===== config.mk =====
export PLATFORM = sky130hd
export DESIGN_NAME = sd_dat_rx
export DESIGN_NICKNAME = d
export VERILOG_FILES = /design/src/rtl/sd_dat_rx.sv
export SDC_FILE = /design/constraint.sdc
export NUM_CORES = 1
export LEC_CHECK = 0
export ABC_AREA = 1
export CAP_MARGIN = 25
export CORE_ASPECT_RATIO = 0.9
export CORE_MARGIN = 8
export CORE_UTILIZATION = 30
export CTS_CLUSTER_DIAMETER = 120
export DETAILED_ROUTE_END_ITERATION = 10
export SLEW_MARGIN = 40
export SYNTH_ARGS = -nofsm -noshare
export SYNTH_HDL_FRONTEND = slang
export SYNTH_SLANG_ARGS = --single-unit

===== constraint.sdc =====
create_clock -name sd_clk -period 2.8 [get_ports sd_clk]
set_input_delay 0.42 -clock sd_clk [delete_from_list [all_inputs] [get_ports sd_clk]]
set_output_delay 0.42 -clock sd_clk [all_outputs]
set_load 0.1 [all_outputs]

===== src/rtl/sd_dat_rx.sv =====
// -----------------------------------------------------------------------------
// sd_dat_rx
//   Receives one SD-card data block on a 4-bit DAT bus. It waits for the
//   all-zero start bit and assembles bytes (high nibble first). It checks a
//   per-line CRC16 (x^16+x^12+x^5+1, seed 0) and checks the end bit.
//
// Ports
//   sd_clk       : clock, all state on the rising edge
//   rst          : synchronous active-high reset
//   DAT_din[3:0] : DAT line samples, DAT[3] is the nibble MSB
//   rx_start     : start one block (accepted only in IDLE)
//   abort        : cancel reception, return to IDLE without done
//   block_size   : block length in bytes (latched on accepted rx_start)
//   timeout      : WAIT_START cycle limit, 0 = no limit (latched likewise)
//   data_out     : received byte, qualified by data_valid
//   data_valid   : one-cycle byte strobe
//   busy         : high in every state except IDLE
//   done         : one-cycle completion pulse
//   crc_err[3:0] : per-line CRC mismatch flags
//   end_err      : end bit was not 4'hF
//   timeout_err  : no start bit seen within timeout
// -----------------------------------------------------------------------------
module sd_dat_rx (
  input  logic        sd_clk,
  input  logic        rst,
  input  logic [3:0]  DAT_din,
  input  logic        rx_start,
  input  logic        abort,
  input  logic [11:0] block_size,
  input  logic [15:0] timeout,
  output logic [7:0]  data_out,
  output logic        data_valid,
  output logic        busy,
  output logic        done,
  output logic [3:0]  crc_err,
  output logic        end_err,
  output logic        timeout_err
);

  localparam logic [2:0] IDLE       = 3'd0;
  localparam logic [2:0] WAIT_START = 3'd1;
  localparam logic [2:0] DATA       = 3'd2;
  localparam logic [2:0] CRC        = 3'd3;
  localparam logic [2:0] END        = 3'd4;
  localparam logic [2:0] DONE       = 3'd5;

  logic [2:0]  state_reg;
  logic [11:0] byte_cnt_reg;
  logic [15:0] timeout_reg;
  logic [15:0] wait_cnt_reg;
  logic        low_nibble_reg;
  logic [3:0]  hi_nibble_reg;
  logic [3:0]  crc_cnt_reg;
  logic [7:0]  data_out_reg;
  logic        data_valid_reg;
  logic        done_reg;
  logic [3:0]  crc_err_reg;
  logic        end_err_reg;
  logic        timeout_err_reg;
  logic [3:0]  crc_mismatch;
  logic [16:0] wait_cnt_next;

  logic accept;
  assign accept = (state_reg == IDLE) && rx_start && !abort;

  // 17-bit so the comparison can never be defeated by wrap-around.
  assign wait_cnt_next = {1'b0, wait_cnt_reg} + 17'd1;

  // ---------------------------------------------------------------------------
  // Per-line CRC: one generator and one received-CRC shifter per DAT line.
  // ---------------------------------------------------------------------------
  genvar gi;
  generate
    for (gi = 0; gi < 4; gi++) begin : g_line
      logic [15:0] crc_calc_reg;
      logic [15:0] crc_rx_reg;
      logic        feedback;

      assign feedback = DAT_din[gi] ^ crc_calc_reg[15];

      always_ff @(posedge sd_clk) begin
        if (rst) begin
          crc_calc_reg <= 16'h0000;
          crc_rx_reg   <= 16'h0000;
        end else if (accept) begin
          crc_calc_reg <= 16'h0000;
        end else if (state_reg == DATA) begin
          crc_calc_reg <= {crc_calc_reg[14:0], 1'b0} ^ ({16{feedback}} & 16'h1021);
        end else if (state_reg == CRC) begin
          crc_rx_reg <= {crc_rx_reg[14:0], DAT_din[gi]};
        end
      end

      // Evaluated in the last CRC cycle, folding in the bit on the line now.
      assign crc_mismatch[gi] = ({crc_rx_reg[14:0], DAT_din[gi]} != crc_calc_reg);
    end
  endgenerate

  // ---------------------------------------------------------------------------
  // Control FSM and output registers
  // ---------------------------------------------------------------------------
  always_ff @(posedge sd_clk) begin
    if (rst) begin
      state_reg       <= IDLE;
      byte_cnt_reg    <= 12'd0;
      timeout_reg     <= 16'd0;
      wait_cnt_reg    <= 16'd0;
      low_nibble_reg  <= 1'b0;
      hi_nibble_reg   <= 4'd0;
      crc_cnt_reg     <= 4'd0;
      data_out_reg    <= 8'd0;
      data_valid_reg  <= 1'b0;
      done_reg        <= 1'b0;
      crc_err_reg     <= 4'd0;
      end_err_reg     <= 1'b0;
      timeout_err_reg <= 1'b0;
    end else begin
      data_valid_reg <= 1'b0;
      done_reg       <= 1'b0;
      if (abort) begin
        state_reg <= IDLE;
      end else begin
        case (state_reg)
          IDLE: begin
            if (rx_start) begin
              byte_cnt_reg    <= block_size;
              timeout_reg     <= timeout;
              // The acceptance cycle counts as the first waited cycle.
              wait_cnt_reg    <= 16'd1;
              low_nibble_reg  <= 1'b0;
              crc_cnt_reg     <= 4'd0;
              crc_err_reg     <= 4'd0;
              end_err_reg     <= 1'b0;
              timeout_err_reg <= 1'b0;
              state_reg       <= (block_size == 12'd0) ? DONE : WAIT_START;
            end
          end
          WAIT_START: begin
            if (DAT_din == 4'b0000) begin
              state_reg <= DATA;
            end else begin
              wait_cnt_reg <= wait_cnt_next[15:0];
              if ((timeout_reg != 16'd0) && (wait_cnt_next >= {1'b0, timeout_reg})) begin
                timeout_err_reg <= 1'b1;
                state_reg       <= DONE;
              end
            end
          end
          DATA: begin
            if (!low_nibble_reg) begin
              hi_nibble_reg  <= DAT_din;
              low_nibble_reg <= 1'b1;
            end else begin
              low_nibble_reg <= 1'b0;
              data_out_reg   <= {hi_nibble_reg, DAT_din};
              data_valid_reg <= 1'b1;
              byte_cnt_reg   <= byte_cnt_reg - 12'd1;
              if (byte_cnt_reg == 12'd1) begin
                state_reg <= CRC;
              end
            end
          end
          CRC: begin
            crc_cnt_reg <= crc_cnt_reg + 4'd1;
            if (crc_cnt_reg == 4'd15) begin
              crc_err_reg <= crc_mismatch;
              state_reg   <= END;
            end
          end
          END: begin
            end_err_reg <= (DAT_din != 4'hF);
            state_reg   <= DONE;
          end
          DONE: begin
            done_reg  <= 1'b1;
            state_reg <= IDLE;
          end
          default: state_reg <= IDLE;
        endcase
      end
    end
  end

  assign data_out    = data_out_reg;
  assign data_valid  = data_valid_reg;
  assign busy        = (state_reg != IDLE);
  assign done        = done_reg;
  assign crc_err     = crc_err_reg;
  assign end_err     = end_err_reg;
  assign timeout_err = timeout_err_reg;

endmodule


==> impl_results.md <==
- Vias in the first global route: 7503
- Slew margin rel.: 0.5572
- Most frequent cells in the layout: 232 x nand2_1, 194 x dfxtp_1, 145 x nor2_1
- Setup TNS Final: 0 ns
- Max incr delay on CP: 0.37 ns
- Syn Std Cell Area: 0.009110 mm^2
- CP cell instances: ha_2, nand2_1, nor2_2, nand2_2, nor3_1, xor2_1, ha_1, nand2_1, inv_1, nand3_1, inv_1, nand3_1, nand2_1, nor2_1, nand2_1, nand2_2, nand2_2, a21oi_2, nor2_1
- Power density over cell area: 606.4 mW/mm^2
- CTS Hold Buffers Added: 0
- Gpl congestion: 0.8170
- Cts bufs inserted: 17
- Fin crit share: 0.9154
- Clock latency on the worst-skew pair: 0.45 ns
- # IOs: 53
- EDFF count, synth: 0
- I/O Buffers: 52
- Pins over their slew limit: 0
- Final count of hold timing violations: 0
- Status: finished, final reports clean
- RSZ-0062 raised after global routing: false
- Grt ovf: 0
- Largest area contributor in the netlist: dfxtp_1
- Area Growth Syn to Fin: 17.57%
- CP arrival: 2.90 ns
- Most used cell, CP: nand2_1
- Global-route wire length before repair: 36830 um
- Clock slew at reported path FFs: 0.07 ns
- Longest Clk Path Bufs: 2
- Core ar.: 0.02988 mm^2
- Drc violations: 0
- Dpl ws: 0.04515 ns
- Multi-input logic area: 0.004572 mm^2
- Filler Cell Count: 3145
- Crit Path Category: flip-flop to flip-flop
- CTS Sinks: 196
- Slowest CP cell: dfxtp_4
- CTS Root Cell: clkbuf_16
- MaxCap Viol Count: 0
- VDD IR max: 0.0004391 V
- Dpl hpwl: 14940 um
- Tmin final: 2.563 ns
- Async set-reset flop share out of synthesis: 0
- Post-CTS Setup Bufs: 0
- Area share of the largest cell type after synthesis: 0.4307
- Yosys reg bits: 196
- H-tree Lvls: 4
- Drt first pass iters: 4
- Wire per inst: 13.39 um
- Synth warn: 0
- Startpoint Class: flip-flop
- DRT iter0 DRCs: 397
- Drt via density: 4.636
- Antenna Nets Post-Route: 0
- Net count reported at finish: 1292
- Ys flop type: dfxtp_1
- WP data required: 3.13 ns
- Maximum clock rate: 390.1 MHz
- Gr usage total: 0.1229
- Post-Syn Nets: 1261
- FP Rows: 60
- Syn Inst Count: 1205
- Die ar.: 0.03621 mm^2
- Register area share after synthesis: 0.4307
- Crit-path leading delay family: simple AND/OR/NAND/NOR gates
- Die Ht: 181.3 um
- Routed WL: 22120 um
- Leakage: 4.242 nW
- Antenna diodes: 0
- Final setup violation count: 0
- Dominant cells by area after synthesis: dfxtp_1 43%, nand2_1 9.7%, o21ai_0 6.2%
- Final worst setup slack: 0.2368 ns
- Critical Path End Type: flip-flop
- Register area: 0.003929 mm^2
- CP max FO: 5
- Synth Area per Inst: 7.560 um^2
- Max FFs per register: 64
- Initial antenna violation count: 0
- Clk_skew: 0.01811 ns
- Initial Util: 0.3049
- Worst path buffer plus inverter count: 2
- Synth cell types: 42
- Total vias in the final route: 7658
- Share of layout cells above drive strength 1: 0.1209
- Hold Path Class: flip-flop to flip-flop
- Worst slew pin tran: 0.6641 ns
- Pin count of the biggest net entering global routing: 84
- Most common cell after layout, fill and taps aside: nand2_1
- Die width: 199.7 um
- CTS tree: yes
stage by stage:
step                hold WS (ns)  power, mW  area [um^2]    util  cells
finish                    0.4522      6.494        10710  0.3585   1652
global route              0.4717      6.776        10710  0.3585   1652
CTS                       0.4542      6.553        10660  0.3567   1652
detailed placement        0.4399      3.811         9995  0.3345   1620
global placement          0.4371      3.801         9995  0.3345   1620
floorplan                 0.4378      3.567         9110       -   1205
worst min-delay path, delay by kind of cell, from the launching register on:
kind / cells / cell delay (ns)
buffers and inverters: 1 / 0.05
DFF: 1 / 0.32
AOI/OAI and AO/OA: 1 / 0.05
final timing paths:
| kind | end | slack [ns] | depth (start not counted) | from |
|---|---|---|---|---|
| worst max-delay path | state_reg[1] | 0.24 | 19 | wait_cnt_reg[0] |
| worst min-delay path | data_out[6] | 0.45 | 2 | data_out[6] |
| worst max register to register | state_reg[1] | 0.24 | 19 | wait_cnt_reg[0] |
| worst min register to register | data_out[6] | 0.45 | 2 | data_out[6] |
report_power, final:
group | internal (mW) | leakage, nW | switching (mW)
logic | 0.280 | 2.33 | 0.539
clock network | 1.54 | 0.322 | 1.20
registers | 2.87 | 1.59 | 0.0663
logic make-up (layout without fill, tap and decap cells):
| logic type | after synthesis | after routing | share of synthesized area |
|---|---|---|---|
| buf+inv | 157 | 201 | 0.07334 |
| flops | 196 | 196 | 0.4307 |
| xor+xnor | 76 | 76 | 0.07307 |
| compound gates | 284 | 284 | 0.1796 |
| fa+ha+maj | 20 | 20 | 0.02747 |
| simple gates | 472 | 472 | 0.2158 |
final cells by class:
cell class	instances	share of cell area
multi-input combinational	852	0.4269
clock buffer	17	0.03972
tap	403	0.04708
sequential	196	0.3668
inverter	98	0.03458
clock inverter	15	0.02231
timing repair buffer	71	0.06262
Yosys cell counts, drive strengths merged, types with 4 or more instances:
cell and number:
o21a 6, o2111ai 4, or2 10, o211ai 4, nor2 152, nor4 12, ha 20, inv 97
nand4 13, clkbuf 42, xnor2 41, xor2 35, nor3 15, buf 17, dfxtp 196, nand3 29
a21oi 139, o21ai 122, nand2 240
per-layer routing:
layer	global-route usage	vias up	part of all wire
met4	0.03765	0	0.017
met2	0.2020	95	0.46
met3	0.02545	23	0.034
met5	0	-	0
li1	-	3977	-
met1	0.1587	3563	0.49
timing repair:
| item | in CTS | in global routing |
|---|---|---|
| endpoints found under the setup margin | 0 | 4 |
| gates resized for setup | 0 | 15 |
| endpoints found under the hold margin | 0 | 0 |
Power figures use the tool's default switching activity.
